## config.mk

```make
export PLATFORM = sky130hd
export DESIGN_NAME = z_writeback
export DESIGN_NICKNAME = d
export VERILOG_FILES = /design/src/rtl/z_writeback.sv
export SDC_FILE = /design/constraint.sdc
export NUM_CORES = 1
export LEC_CHECK = 0
export BUFFER_PORTS_ARGS = -buffer_cell sky130_fd_sc_hd__buf_2
export CAP_MARGIN = 20
export CORE_ASPECT_RATIO = 2
export CORE_MARGIN = 4
export CORE_UTILIZATION = 44
export CTS_BUF_LIST = sky130_fd_sc_hd__clkbuf_2
export CTS_CLUSTER_DIAMETER = 50
export DETAILED_ROUTE_END_ITERATION = 12
export PLACE_DENSITY = 0.7
export SYNTH_ARGS = -nofsm -noshare
export SYNTH_HDL_FRONTEND = slang
export SYNTH_SLANG_ARGS = --single-unit
```

## constraint.sdc

```tcl
create_clock -name clk -period 2.1 [get_ports clk]
set_input_delay 0.105 -clock clk [delete_from_list [all_inputs] [get_ports clk]]
set_output_delay 0.105 -clock clk [all_outputs]
set_load 0.05 [all_outputs]
```

## src/rtl/z_writeback.sv

```systemverilog
`default_nettype none
// ============================================================================
// Module   : z_writeback
// Purpose  : Result-capture stage behind the ALU. Latches the 2*DATA_W-bit
//            result Z on the z_load strobe and maintains the HI/LO
//            architectural registers for MUL/DIV. The captured value is then
//            put on the DATA_W-bit internal bus under a valid/ready
//            handshake: the low word always goes first, and the high word
//            follows only for wide (MUL/DIV) results. A z_load that arrives
//            while a result is still pending is dropped and sets a sticky
//            overrun flag.
//
// Ports    : clk          system clock, rising edge
//            clr_n        asynchronous active-low reset
//            z_in         ALU result (HI half in the upper DATA_W bits)
//            opcode       opcode accompanying z_in
//            inc_pc       ALU in PC-increment mode (forces narrow handling)
//            z_load       capture strobe
//            bus_data     word driven to the bus (0 when idle)
//            bus_valid    bus_data is valid
//            bus_sel_hi   0 = ZLO word, 1 = ZHI word
//            bus_ready    bus consumer accepts the current word
//            busy         stage is not IDLE
//            hi_out       HI register
//            lo_out       LO register
//            overrun      sticky: a z_load was dropped while busy
//            overrun_clr  synchronous clear of overrun
//            flag_z       (ZWB_FLAGS_EN only) zero flag of the last capture
//            flag_n       (ZWB_FLAGS_EN only) sign flag of the last capture
//
// Config   : define ZWB_FLAGS_EN to add the flag_z / flag_n outputs.
//
// Revision : 1.0 - initial release
// ============================================================================
module z_writeback #(
  parameter int         DATA_W = 32,
  parameter logic [4:0] OP_MUL = 5'b10000,
  parameter logic [4:0] OP_DIV = 5'b10001
) (
  input  logic                  clk,
  input  logic                  clr_n,
  input  logic [2*DATA_W-1:0]   z_in,
  input  logic [4:0]            opcode,
  input  logic                  inc_pc,
  input  logic                  z_load,
  output logic [DATA_W-1:0]     bus_data,
  output logic                  bus_valid,
  output logic                  bus_sel_hi,
  input  logic                  bus_ready,
  output logic                  busy,
  output logic [DATA_W-1:0]     hi_out,
  output logic [DATA_W-1:0]     lo_out,
  output logic                  overrun,
`ifdef ZWB_FLAGS_EN
  output logic                  flag_z,
  output logic                  flag_n,
`endif
  input  logic                  overrun_clr
);

  typedef enum logic [1:0] {
    S_IDLE    = 2'd0,
    S_SEND_LO = 2'd1,
    S_SEND_HI = 2'd2
  } state_t;

  state_t              state_q, state_d;
  logic [DATA_W-1:0]   zlo_q, zhi_q;
  logic                wide_q;
  logic [DATA_W-1:0]   hi_q, lo_q;
  logic                overrun_q, overrun_d;

  logic                capture;
  logic                drop;
  logic                wide;

  // PC-increment mode reuses the ALU adder, so it is never a wide result
  // even if the opcode field happens to decode as MUL/DIV.
  assign wide = ((opcode == OP_MUL) || (opcode == OP_DIV)) && !inc_pc;

  // ---------------------------------------------------------------------
  // Next-state logic
  // ---------------------------------------------------------------------
  always_comb begin
    state_d = state_q;
    capture = 1'b0;
    unique case (state_q)
      S_IDLE: begin
        if (z_load) begin
          capture = 1'b1;
          state_d = S_SEND_LO;
        end
      end
      S_SEND_LO: begin
        if (bus_ready) begin
          state_d = wide_q ? S_SEND_HI : S_IDLE;
        end
      end
      S_SEND_HI: begin
        if (bus_ready) begin
          state_d = S_IDLE;
        end
      end
      default: state_d = S_IDLE;
    endcase
  end

  // Any load outside IDLE is dropped, including the cycle whose handshake
  // would return the stage to IDLE: the capture slot is only open in IDLE.
  assign drop = z_load && (state_q != S_IDLE);

  // Setting beats clearing so a simultaneous drop is never lost.
  always_comb begin
    overrun_d = overrun_q;
    if (drop) begin
      overrun_d = 1'b1;
    end else if (overrun_clr) begin
      overrun_d = 1'b0;
    end
  end

  // ---------------------------------------------------------------------
  // Registers
  // ---------------------------------------------------------------------
  always_ff @(posedge clk or negedge clr_n) begin
    if (!clr_n) begin
      state_q   <= S_IDLE;
      zlo_q     <= '0;
      zhi_q     <= '0;
      wide_q    <= 1'b0;
      hi_q      <= '0;
      lo_q      <= '0;
      overrun_q <= 1'b0;
    end else begin
      state_q   <= state_d;
      overrun_q <= overrun_d;
      if (capture) begin
        zlo_q  <= z_in[DATA_W-1:0];
        zhi_q  <= z_in[2*DATA_W-1:DATA_W];
        wide_q <= wide;
        // HI/LO are architectural state for MUL/DIV only.
        if (wide) begin
          lo_q <= z_in[DATA_W-1:0];
          hi_q <= z_in[2*DATA_W-1:DATA_W];
        end
      end
    end
  end

`ifdef ZWB_FLAGS_EN
  logic flag_z_q, flag_n_q;

  always_ff @(posedge clk or negedge clr_n) begin
    if (!clr_n) begin
      flag_z_q <= 1'b0;
      flag_n_q <= 1'b0;
    end else if (capture) begin
      if (wide) begin
        flag_z_q <= (z_in == '0);
        flag_n_q <= z_in[2*DATA_W-1];
      end else begin
        flag_z_q <= (z_in[DATA_W-1:0] == '0);
        flag_n_q <= z_in[DATA_W-1];
      end
    end
  end

  assign flag_z = flag_z_q;
  assign flag_n = flag_n_q;
`endif

  // ---------------------------------------------------------------------
  // Outputs: all decoded from registered state, so they hold stable while
  // the consumer stalls and drop immediately on reset.
  // ---------------------------------------------------------------------
  always_comb begin
    bus_data   = '0;
    bus_sel_hi = 1'b0;
    bus_valid  = 1'b0;
    unique case (state_q)
      S_SEND_LO: begin
        bus_data  = zlo_q;
        bus_valid = 1'b1;
      end
      S_SEND_HI: begin
        bus_data   = zhi_q;
        bus_sel_hi = 1'b1;
        bus_valid  = 1'b1;
      end
      default: begin
        bus_data   = '0;
        bus_sel_hi = 1'b0;
        bus_valid  = 1'b0;
      end
    endcase
  end

  assign busy    = (state_q != S_IDLE);
  assign hi_out  = hi_q;
  assign lo_out  = lo_q;
  assign overrun = overrun_q;

endmodule
`default_nettype wire

```

# Word level (Yosys, flattened, before mapping)
# Index checks and enable logic that the tools add are counted.
[op_classes]
n_reduce_logical = 10
muxes = 12
n_eq_ne = 7
[op_table]
columns = ["cell", "n"]
rows = [
  ["32-bit one-hot mux with 2 select lines", 1],
  ["5-bit == test (second input constant)", 2],
  ["2-bit 2-to-1 mux", 4],
  ["1-bit 2-to-1 mux", 6],
  ["2-bit != test (second input constant)", 3],
  ["2-bit one-hot mux with 3 select lines", 1],
  ["2-bit nonzero test", 2],
  ["3-bit AND reduction", 1],
  ["2-bit by 1-bit == test with 1-bit output (second input constant)", 1],
  ["2-bit == test (second input constant)", 1],
  ["1-bit logical AND", 2],
  ["2-bit logical NOT", 1],
  ["2-bit AND reduction", 1],
  ["2-bit OR reduction", 1],
  ["1-bit logical NOT", 1],
  ["1-bit logical OR", 1],
]
[totals]
out_inout_bits = 100
input_bits = 75
ff_bits = 132

# Depth between registers and ports, before layout
[logic_depth]
word_depth = 4
mapped_depth = 7
mapped_depth_nobuf = 5

# Worst setup path before layout
# OpenSTA, ideal clock, no wires.
[synth_timing]
path_type = "reg2out"
from = "reg state_q[0]"
to = "out bus_data[24]"
stages_incl_launch_ff = 7
t_arrival_ps = 2302
required_time_ps = 1995
setup_slack_ps = -307
cell_sequence = "dfrtp_1 inv_1 ha_1 clkbuf_1 clkbuf_1 a22oi_1 nor2b_1"
[synth_between]
elab_chain_cells = 2
word_cells_on_any_way = 3
classes_between = "2 x eq/ne; 1 x mux"
[synth_rtl]
columns = ["item", "line_no", "rtl"]
rows = [
  ["from (decl)", "67", "state_t state_q, state_d;"],
  ["from (signal assigned)", "135", "state_q <= state_d;"],
  ["2-bit == test or 2-bit by 1-bit == test with 1-bit output (tied branches)", "180", "unique case (state_q)"],
  ["32-bit one-hot mux with 2 select lines *", "180", ""],
  ["to (decl)", "46", "output logic [DATA_W-1:0] bus_data,"],
]
# Mark *: on every way between the ends. The rest lies on a longest branch, timed or not.

# Worst setup path after layout
[layout_timing]
from = "reg state_q[0]"
to = "out bus_data[22]"
# Same word-level chain as after synthesis.

==> results.ini <==
[outcome]
status=finished, violations left
failed_checks=setup timing

[clock_tree]
cts_buffer_depth=2
insertion_delay_ns=0.65
cts.sinks=132
htree_levels=4
cts-root-buf=clkbuf_2
clk_pin_slew_ns=0.20
cts_buffers=17
cts_tree=built

[setup_path]
cp.arrival_ns=2.04
end_kind=primary output
reg2reg_depth=5
crit_path_start_kind=flip-flop
r2r_end=zhi_q[29]
critPathKind=reg -> out
crit_fanout=8
max_stage_delay_ns=0.48
r2r_slack_ns=0.23
rr_startpoint=state_q[0]
slowest_stage=dfrtp_1
worstPathRequired_ns=2.00
worstPathCellList=inv_2 -> ha_4 -> buf_4 -> nor2b_2 -> buf_6

[grt]
grt_max_degree=133
grt_busiest_layer=met2
grt.met2_usage_pct=38.37
met3_usage_pct=5.142
use_met1_pct=22.68
first_global_vias=4564
grt_usage_pct=21.08
gr-total-overflow=0
antenna_found_initial=1
grt_pass1_wl_microns=23880

[yosys]
synth_fp_nets=449
synth-xor-area-share_pct=0
synthAdderAreaFrac_pct=0.6639
synth_top_family_by_area=multiplexers
synth_compound_area_share_pct=5.067
synthCells=371
ys_ff_latch=132
ys_types=19
synth.yosys.seq_area_share_pct=58.42
ys_warn_count=0
yosys.area_share.simple_pct=4.204
netlist_area_sq_mm=0.005654
synth.mux.area_fraction_pct=28.75
avgSynthCellArea_sq_um=15.24

[run]
drv_cap=0

[finish]
num-fill-cells=873
nets=703
drive_above_1_share_pct=65.41
syn2layout_area_growth_pct=48.88
final_design_area_no_fill_sq_mm=0.008418

[pwr]
peakVddDrop_uv=916.8
total_power_mw=12.06
p_leak_nw=4.176
p_per_area_mw_per_mm2=1432

[sta]
hold_viol=0
skew_ns=0.01893
timing.fmax_mhz=466.3
drv_slew=0
slew-limit-headroom_pct=49.05
min_period_ns=2.144
setup_violations=12
worst_slack_ns=-0.04433
period_share_pct=102.1
rsz0062_at_grt=true
tightest_slew_ns=0.7643

[routing]
drt_iter0_drc=102
dr.pass1.iters=4
antenna_left=0
vias=4042
wl_microns=14960
drc_errors=0
routedWlPerCell_microns=19.01
viasPerCell=5.136

[floorplanning]
fp.dieW_microns=88.16
dieArea_sq_mm=0.01484
core-area_sq_mm=0.01255
die_height_microns=168.3
num_io_pins=175
start_util_pct=45.04
placementRows=58

[placed_design]
place_congestion=0.7456
port_buffers=173
place_hpwl_microns=9306
place_area_sq_mm=0.006904

[min_path]
min_path_type=in -> async

[synthesized netlist by cell type]
| master | instances | area share (%) |
|---|---|---|
| a21oi_1 | 3 | 0.27 |
| a22o_1 | 1 | 0.15 |
| a22oi_1 | 32 | 4.2 |
| buf_2 | 8 | 0.71 |
| buf_4 | 1 | 0.13 |
| buf_6 | 5 | 1.0 |
| clkbuf_1 | 11 | 0.73 |
| dfrtp_1 | 132 | 58 |
| ha_1 | 3 | 0.66 |
| inv_1 | 5 | 0.33 |
| mux2_2 | 79 | 16 |
| mux2_4 | 49 | 13 |
| nand2_1 | 4 | 0.27 |
| nand4bb_1 | 1 | 0.20 |
| nor2b_1 | 33 | 3.7 |
| nor3_1 | 1 | 0.088 |
| o21bai_1 | 1 | 0.13 |
| o22ai_1 | 1 | 0.11 |
| o2bb2ai_1 | 1 | 0.15 |
[repair_timing]
action                                  in CTS  in global routing
endpoints found under the setup margin      33                 34
hold buffers                                70                  0
gates resized for setup                    105                 21
buffers inserted                             3                  0
hold endpoints to repair                   264                  0
pin swaps                                    9                  5
cloned                                       2                  0
[report_power, final]
group | internal (mW) | switching (mW)
clock | 0.767 | 0.910
sequential | 3.52 | 0.643
combinational | 2.65 | 3.57
total | 6.94 | 5.12
[cell usage in the layout (no fill, tap or decap)]
cell and instances:
dlygate4sd3_1 70, clkbuf_2 19, buf_8 7, buf_6 25, a22oi_1 2, inv_1 3, buf_4 11, buf_2 139
nand4bb_4 1, nor2b_1 1, buf_16 2, o22ai_1 1, clkinvlp_4 3, nor3_1 1, mux2_4 49, dfrtp_1 132
diode_2 1, clkinv_1 1, nand2_2 1, nor2b_2 5, a21oi_1 3, a22o_1 1, a22oi_2 30, bufinv_16 4
o21bai_1 1, nor2b_4 27, buf_12 6, nand2_1 3, ha_4 3, inv_2 2, mux2_2 79, clkinv_2 3
o2bb2ai_1 1
[cell type report]
class | count | area, sq um | share of cell area, %
flip-flops and latches | 132 | 3303 | 39.24
multi-input cells | 209 | 2609 | 30.99
repair buffers | 260 | 2041 | 24.24
well taps | 150 | 187.7 | 2.229
clock inverters | 11 | 161.4 | 1.917
clock buffers | 19 | 95.09 | 1.130
inverters | 5 | 18.77 | 0.2229
diodes | 1 | 2.502 | 0.02973
[cells by family (layout without fill, tap and decap cells)]
logic type,after synthesis,in the layout
fa+ha+maj,3,3
buf+inv,30,295
other cells,0,1
flops,132,132
mux,128,128
simple gates,39,39
compound gates,39,39
[through the flow]
stage	cells	hold WS, ns	setup slack, ns	TNS [ns]	util [%]
2_1_floorplan	371	-0.1906	-0.06453	-0.1291	-
3_3_place_gp	681	0.2582	0.3365	0	54.99
3_5_place_dp	681	0.2857	0.2661	0	54.99
4_1_cts	786	0.002262	-0.1465	-3.198	66.32
5_1_grt	787	0.03929	-0.1897	-4.540	67.05
6_report	787	0.01114	-0.04433	-0.2209	67.05
[state kept, by name, summed over array words and instances, names as in the netlist]
name	cells
hi_out	32
lo_out	32
zhi_q	32
zlo_q	32
state_q	2
overrun	1
wide_q	1
[how the worst max path moves through the flow]
stage / from / endpoint / slack, ns / depth (start not counted)
6_report: state_q[0] / bus_data[22] / -0.04 / 5
2_1_floorplan: state_q[0] / bus_data[21] / -0.06 / 6
3_3_place_gp: state_q[0] / zlo_q[8] / 0.34 / 5
4_1_cts: state_q[0] / bus_data[11] / -0.15 / 6
5_1_grt: state_q[0] / bus_data[22] / -0.19 / 6
3_5_place_dp: state_q[0] / zhi_q[28] / 0.27 / 5
[critical path: cells and delay by family (launching register included)]
family                     cells  cell delay (ns)
adders and majority gates      1             0.32
buffers and inverters          3             0.43
DFF                            1             0.48
and+or+nand+nor                1             0.18
[per-layer routing]
layer | wire, microns | vias up
li1 | - | 1827
met1 | 5319 | 2066
met2 | 8501 | 123
met3 | 744 | 26
met4 | 395 | 0
met5 | 0 | -
No activity file was read; power rests on OpenSTA's default activity.
